===== src/rtl/io_request_arbiter.sv =====
// Round-robin arbiter sharing the non-cached I/O bus between cores.
// One transaction in flight: accept, issue strobe, optional read wait, respond.
module io_request_arbiter #(
   parameter int unsigned NUM_REQUESTERS   = 4,
   parameter int unsigned THREAD_IDX_WIDTH = 2
) (
   input  logic                                         clk,
   input  logic                                         reset_n,
   input  logic [NUM_REQUESTERS-1:0]                    req_valid,
   input  logic [NUM_REQUESTERS-1:0]                    req_is_store,
   input  logic [NUM_REQUESTERS*THREAD_IDX_WIDTH-1:0]   req_thread_idx,
   input  logic [NUM_REQUESTERS*32-1:0]                 req_address,
   input  logic [NUM_REQUESTERS*32-1:0]                 req_value,
   output logic [NUM_REQUESTERS-1:0]                    req_ready,
   output logic                                         rsp_valid,
   output logic [3:0]                                   rsp_core,
   output logic [THREAD_IDX_WIDTH-1:0]                  rsp_thread_idx,
   output logic [31:0]                                  rsp_read_value,
   output logic                                         io_write_en,
   output logic                                         io_read_en,
   output logic [31:0]                                  io_address,
   output logic [31:0]                                  io_write_data,
   input  logic [31:0]                                  io_read_data
);

   localparam int unsigned GrantWidth = (NUM_REQUESTERS > 1) ? $clog2(NUM_REQUESTERS) : 1;

   typedef enum logic [1:0] {StIdle, StIssue, StReadWait, StRespond} state_e;

   state_e                        state_q, state_d;
   logic [GrantWidth-1:0]         last_grant_q, grant_q, grant_idx;
   logic                          grant_found, accept;
   int unsigned                   scan_idx;
   logic                          is_store_q;
   logic [THREAD_IDX_WIDTH-1:0]   thread_q;
   logic [31:0]                   address_q, value_q, read_data_q;

   // Scan upward from the requester after the last grant, wrapping once.
   always_comb begin
      grant_idx   = '0;
      grant_found = 1'b0;
      scan_idx    = 0;
      for (int unsigned k = 0; k < NUM_REQUESTERS; k++) begin
         scan_idx = int'(last_grant_q) + 1 + k;
         if (scan_idx >= NUM_REQUESTERS) scan_idx = scan_idx - NUM_REQUESTERS;
         if (!grant_found && req_valid[scan_idx]) begin
            grant_found = 1'b1;
            grant_idx   = GrantWidth'(scan_idx);
         end
      end
   end

   assign accept = (state_q == StIdle) && grant_found && reset_n;

   always_ff @(posedge clk or negedge reset_n) begin
      if (!reset_n) state_q <= StIdle;
      else          state_q <= state_d;
   end

   always_comb begin
      state_d = state_q;
      case (state_q)
         StIdle:     if (accept) state_d = StIssue;
         StIssue:    state_d = is_store_q ? StRespond : StReadWait;
         StReadWait: state_d = StRespond;
         StRespond:  state_d = StIdle;
         default:    state_d = StIdle;
      endcase
   end

   always_ff @(posedge clk or negedge reset_n) begin
      if (!reset_n) begin
         last_grant_q <= GrantWidth'(NUM_REQUESTERS - 1);
         grant_q      <= '0;
         is_store_q   <= 1'b0;
         thread_q     <= '0;
         address_q    <= '0;
         value_q      <= '0;
         read_data_q  <= '0;
      end else begin
         if (accept) begin
            last_grant_q <= grant_idx;
            grant_q      <= grant_idx;
            is_store_q   <= req_is_store[grant_idx];
            thread_q     <= req_thread_idx[grant_idx*THREAD_IDX_WIDTH +: THREAD_IDX_WIDTH];
            address_q    <= req_address[grant_idx*32 +: 32];
            value_q      <= req_value[grant_idx*32 +: 32];
         end
         if (state_q == StReadWait) read_data_q <= io_read_data;
      end
   end

   always_comb begin
      req_ready = '0;
      if (accept) req_ready[grant_idx] = 1'b1;
      io_write_en    = (state_q == StIssue) && is_store_q;
      io_read_en     = (state_q == StIssue) && !is_store_q;
      // Address and data simply hold the latched request outside ISSUE.
      io_address     = address_q;
      io_write_data  = value_q;
      rsp_valid      = (state_q == StRespond);
      rsp_core       = rsp_valid ? 4'(grant_q) : 4'd0;
      rsp_thread_idx = rsp_valid ? thread_q : '0;
      rsp_read_value = (rsp_valid && !is_store_q) ? read_data_q : 32'd0;
   end

endmodule


===== config.mk =====
export PLATFORM = sky130hd
export DESIGN_NAME = io_request_arbiter
export DESIGN_NICKNAME = d
export VERILOG_FILES = /design/src/rtl/io_request_arbiter.sv
export SDC_FILE = /design/constraint.sdc
export NUM_CORES = 1
export LEC_CHECK = 0
export BUFFER_PORTS_ARGS = -buffer_cell sky130_fd_sc_hd__clkbuf_2
export CAP_MARGIN = 10
export CORE_AREA = 2 2 160 162
export CTS_CLUSTER_SIZE = 25
export DETAILED_ROUTE_END_ITERATION = 16
export DIE_AREA = 0 0 162 164
export GPL_TIMING_DRIVEN = 0
export HOLD_SLACK_MARGIN = 0.06
export SLEW_MARGIN = 20
export SYNTH_ARGS = -nofsm -noshare
export SYNTH_HDL_FRONTEND = slang
export SYNTH_SLANG_ARGS = --single-unit

===== constraint.sdc =====
create_clock -name clk -period 3.7 [get_ports clk]
set_clock_uncertainty 0.1 [all_clocks]
set_input_delay 0.185 -clock clk [delete_from_list [all_inputs] [get_ports clk]]
set_output_delay 0.185 -clock clk [all_outputs]
set_load 0.02 [all_outputs]

### After elaboration in Yosys (flattened, before gate mapping)

Cells that the tools add are included.

* $add $sub $neg: 8
* $lt $le $gt $ge: 10
* equality and inequality tests: 4
* shift operators: 3
* mux-type cells: 31
* reduce and logical (&&, ||, !) cells: 14

Operators with widths (count)
* variable part select 128 x 8 -> 32 bit: 2
* 2-to-1 mux 32 bit: 5
* less-than comparator 32 x 3 -> 1 bit, second input constant: 4
* greater-or-equal comparator 32 x 3 -> 1 bit, second input constant: 3
* subtractor 32 x 3 -> 32 bit, second input constant: 3
* adder 32 x 1 -> 32 bit, second input constant: 1
* adder 32 x 2 -> 32 bit, second input constant: 1
* 2-to-1 mux 2 bit: 7
* 2-to-1 mux 1 bit: 11
* binary-select mux 1 bit (select 2 bit): 5
* logical AND 1 bit: 9
* case mux 2 bit (4 select lines): 1
* variable part select 8 x 4 -> 2 bit: 1
* subtractor 4 x 3 -> 5 bit, second input constant: 1
* adder 3 x 2 -> 4 bit, second input constant: 1
* == test 2 bit, second input constant: 2
* greater-or-equal comparator 4 x 3 -> 1 bit, second input constant: 1
* logical NOT 1 bit: 4
* 2-to-1 mux 4 bit: 1
* adder 2 x 1 -> 3 bit, second input constant: 1
* less-than comparator 2 x 3 -> 1 bit, second input constant: 1
* demux 1 bit (select 2 bit): 1
* == test 2 x 1 -> 1 bit, second input constant: 1
* greater-or-equal comparator 2 x 1 -> 1 bit, second input constant: 1
* other kinds (2): 2

* flip-flop bits (word level): 105
* input bits: 306
* output and inout port bits: 109
* logic and storage cells: 78

### Logic depth before layout (Yosys ltp)

* depth after elaboration: 20
* mapped depth: 8

### Worst setup path before layout

No wires, ideal clock.

* path type: reg2out
* from: register state_q[0]
* to: output req_ready[2]
* arrival: 1.745 ns
* required time: 3.415 ns
* slack: 1.670 ns
* stages on the path, launching flop included: 8
* buffers on the path: 2
* cell sequence: dfrtp_1 inv_1 ha_1 nand3_2 or3_1 buf_6 buf_4 nor2_1

* cells in the longest elaborated chain, start to end: 4

Ends and longest elaborated chain
* from (decl): line 30 `state_e state_q, state_d;`
* from (signal assigned): line 56 `if (!reset_n) state_q <= StIdle;`
* from (signal assigned): line 57 `else state_q <= state_d;`
* logical NOT 2 bit: line 53 `assign accept = (state_q == StIdle) && grant_found && reset_n;`
* logical AND 1 bit (2 in a row): line 53
* 2-to-1 mux 4 bit: line 95 `if (accept) req_ready[grant_idx] = 1'b1;`
* to (decl): line 14 `output logic [NUM_REQUESTERS-1:0] req_ready,`

Every way passes these cells.

### Worst setup path after layout

* from: register last_grant_q[0]
* to: register address_q[27], in the netlist io_address[27]

* cells in the longest elaborated chain, start to end: 17
* elaborated cells between the ends (all ways): 41
* those cells by class: 8 x add/sub; 4 x order compare; 1 x shift; 20 x mux; 8 x reduce/logical

Ends and longest elaborated chain
* from (decl): line 31 `logic [GrantWidth-1:0] last_grant_q, grant_q, grant_idx;`
* from (signal assigned): line 73 `last_grant_q <= GrantWidth'(NUM_REQUESTERS - 1);`
* from (signal assigned): line 82 `last_grant_q <= grant_idx;`
* adder 2 x 1 -> 3 bit (*): line 44 `scan_idx = int'(last_grant_q) + 1 + k;`
* parallel branches: the longest is 16 deep, another holds adder 32 x 1 -> 32 bit
* to (signal assigned): line 86 `address_q <= req_address[grant_idx*32 +: 32];`
* to (decl): line 36 `logic [31:0] address_q, value_q, read_data_q;`

Mark *: on every way between the ends. The select of a mux whose other input is x is not followed.
A chain may end at the register's enable or synchronous reset.

==> metrics.cfg <==
[setup_path]
worstReg2RegEnd = io_address[27]
worst-path-max-fanout = 10
cp_common_cell = dlygate4sd3_1
r2r-start = last_grant_q[0]
start_kind = register
path_cells = nand2b_1 -> a21boi_2 -> o211a_1 -> buf_6 -> buf_12 -> buf_8 -> mux2i_1 -> dlygate4sd3_1 -> o221ai_1 -> dlygate4sd3_1
critPathTopFamily = buffers and inverters
worst_ep_required_time_ns = 3.84
worstSetupPathType = reg2reg
critical_path.endpoint_type = register
cp-startpoint = last_grant_q[0]
crit_slowest_cell = dlygate4sd3_1
path_depth = 10
rrSetupSlack_ns = 0.35
arrival_ns = 3.49
critPathCapture = io_address[27]
rr_worst_depth = 10
slowest_delay_ns = 0.60
crit_buf_inv = 5

[die]
design.portCount = 415
die_w_um = 162
fp.dieH_um = 164
initial_core_util_pct = 24.33
rows = 58
coreArea_um2 = 24820
dieArea_um2 = 26570

[sta]
period_needed_ns = 3.352
min_period_over_period_pct = 90.60
final_hold_viol_count = 0
setup_slack_ns = 0.3478
setup_viol = 0
tightest_slew_ns = 0.8360
final_max_slew_viol_count = 0
fmax_mhz = 298.3
rsz0062_at_grt = no
slew-limit-headroom_pct = 44.27
timing.hold.ws_ns = 0.07092

[clock_tree]
clk_latency_ns = 0.35
cts_tree = built
cts_sinks = 105
clk_pin_slew_ns = 0.08
numCtsBuffers = 9
cts.htree.levels = 3
root_buffer = clkbuf_16
clockBufferDepth = 2
cts_resized = 0

[job]
maxCapViolations = 0

[synth]
synth_ff_type = dfrtp_1
synth-edff-count = 0
yosysSeqAreaShare_pct = 43.55
synth_cell_types = 37
ys_ff_latch = 105
avgSynthCellArea_um2 = 11.25
netlist_area_um2 = 6040
ys_warn_count = 0
netlist_instances = 537
async_reset_ff_share_pct = 100.0

[cells_and_area]
nets = 1403
drive_gt1_share_pct = 42.66
final_core_util_pct = 40.92
syn_to_final_growth_pct = 68.16
final_area_um2 = 10160
final_common_cell = clkbuf_2
mostFrequentLayoutCells = 411 x clkbuf_2, 134 x mux2i_1, 130 x dlygate4sd3_1

[pwr]
ir_drop_mv = 0.3112
power_density_nw_per_um2 = 704.4
p_leak_nw = 5.418
total_power_mw = 7.154

[global_route]
grt_max_degree = 61
first_global_vias = 6837
grtUsageTotal_pct = 18.25
grt_pass1_wl_um = 36870
grt-ovfl-total = 0
antenna_found_initial = 0

[run_status]
status = complete, no violations

[placed_design]
gp_congestion = 0.7945
dpl_worst_slack_ns = 1.035
dp_hpwl_um = 18650
io_buffer_count = 412
dpl-instance-area_um2 = 8554

[drt]
dr.pass1.iters = 4
dr_total_vias = 6532
viasPerCell = 4.574
drcViolationCount = 0
initialDrtViolationCount = 280
ant_nets = 0
post_drt_wl_per_cell_um = 17.64
wl_um = 25190

[min_path]
hold_class = in2reg

-- synthesized netlist by cell type (4+ instances only) --
cell	instances	area share (%)
clkbuf_1	16	0.99
ha_1	5	1.0
mux2i_1	134	22
buf_4	5	0.62
nor2_1	8	0.50
and2_1	37	3.8
dfrtp_1	103	43
buf_8	5	1.2
clkbuf_4	5	0.62
buf_2	8	0.66
inv_1	4	0.25
nor2b_1	4	0.41
nand2_1	71	4.4
o221ai_1	67	9.7
mux2_1	28	5.2
mux2_2	5	0.93
-- logic make-up (layout without fill, tap and decap cells) --
logic type | count (synthesis) | after routing | synth area share (%)
multiplexers | 167 | 167 | 28.36
flip-flops | 105 | 105 | 43.55
other | 1 | 3 | 0.06209
adder cells (fa/ha/maj) | 5 | 5 | 1.036
AND/OR/NAND/NOR | 126 | 126 | 9.820
buffers and inverters | 51 | 610 | 5.801
AO/OA/AOI/OAI | 82 | 82 | 11.37
-- layout make-up --
cell class | count | area [um2]
fillers | 2438 | 14660
multi-input cells | 382 | 3063
well taps | 330 | 412.9
inverters | 4 | 15.01
clock buffers | 11 | 252.7
diodes | 1 | 2.502
flip-flops and latches | 105 | 2630
clock inverters | 5 | 45.04
repair buffers | 543 | 3400
plain buffers | 47 | 335.3
-- tightest hold or removal path, cell delays in order --
cell and delay (ns):
clkbuf_2 0.08, mux2i_1 0.06, o221ai_1 0.16
-- worst min-delay path by stage --
stage	start	end	slack (ns)	depth (start not counted)
floorplan	reset_n	grant_q[0]	-0.21	0
global placement	io_read_data[22]	read_data_q[22]	0.31	2
detailed placement	reset_n	read_data_q[8]	0.06	1
CTS	req_value[54]	io_write_data[22]	0.06	3
global route	req_address[30]	io_address[30]	0.07	3
finish	req_address[95]	io_address[31]	0.07	3
-- per-stage QoR --
step	setup TNS, ns	cells
4_1_cts	0	1427
3_3_place_gp	-66.76	1280
2_1_floorplan	0	538
6_report	0	1428
3_5_place_dp	0	1281
5_1_grt	0	1427
-- report_power, final --
group	total [mW]	internal (mW)	switching [mW]	leakage, nW
sequential	2.01	1.71	0.303	1.28
clock	0.989	0.506	0.482	0.145
combinational	4.15	1.89	2.26	3.99
-- routing by layer --
metal | vias to the layer above | routed length (um) | track usage [%]
li1 | 3086 | - | -
met4 | 0 | 498 | 5.591
met5 | - | 0 | 0
met1 | 3112 | 9955 | 20.85
met3 | 32 | 1576 | 3.763
met2 | 302 | 13160 | 34.10
-- timing repair --
item / in CTS / in global routing
hold buffers: 130 / 0
hold endpoints to repair: 119 / 0
buffers inserted: 0 / 0
-- flip-flops by register name (all words and copies together), names as in the netlist --
signal         cells
grant_q            2
io_address        32
io_write_data     32
is_store_q         1
last_grant_q       2
read_data_q       32
state_q            2
thread_q           2
Power figures use the tool's default switching activity.
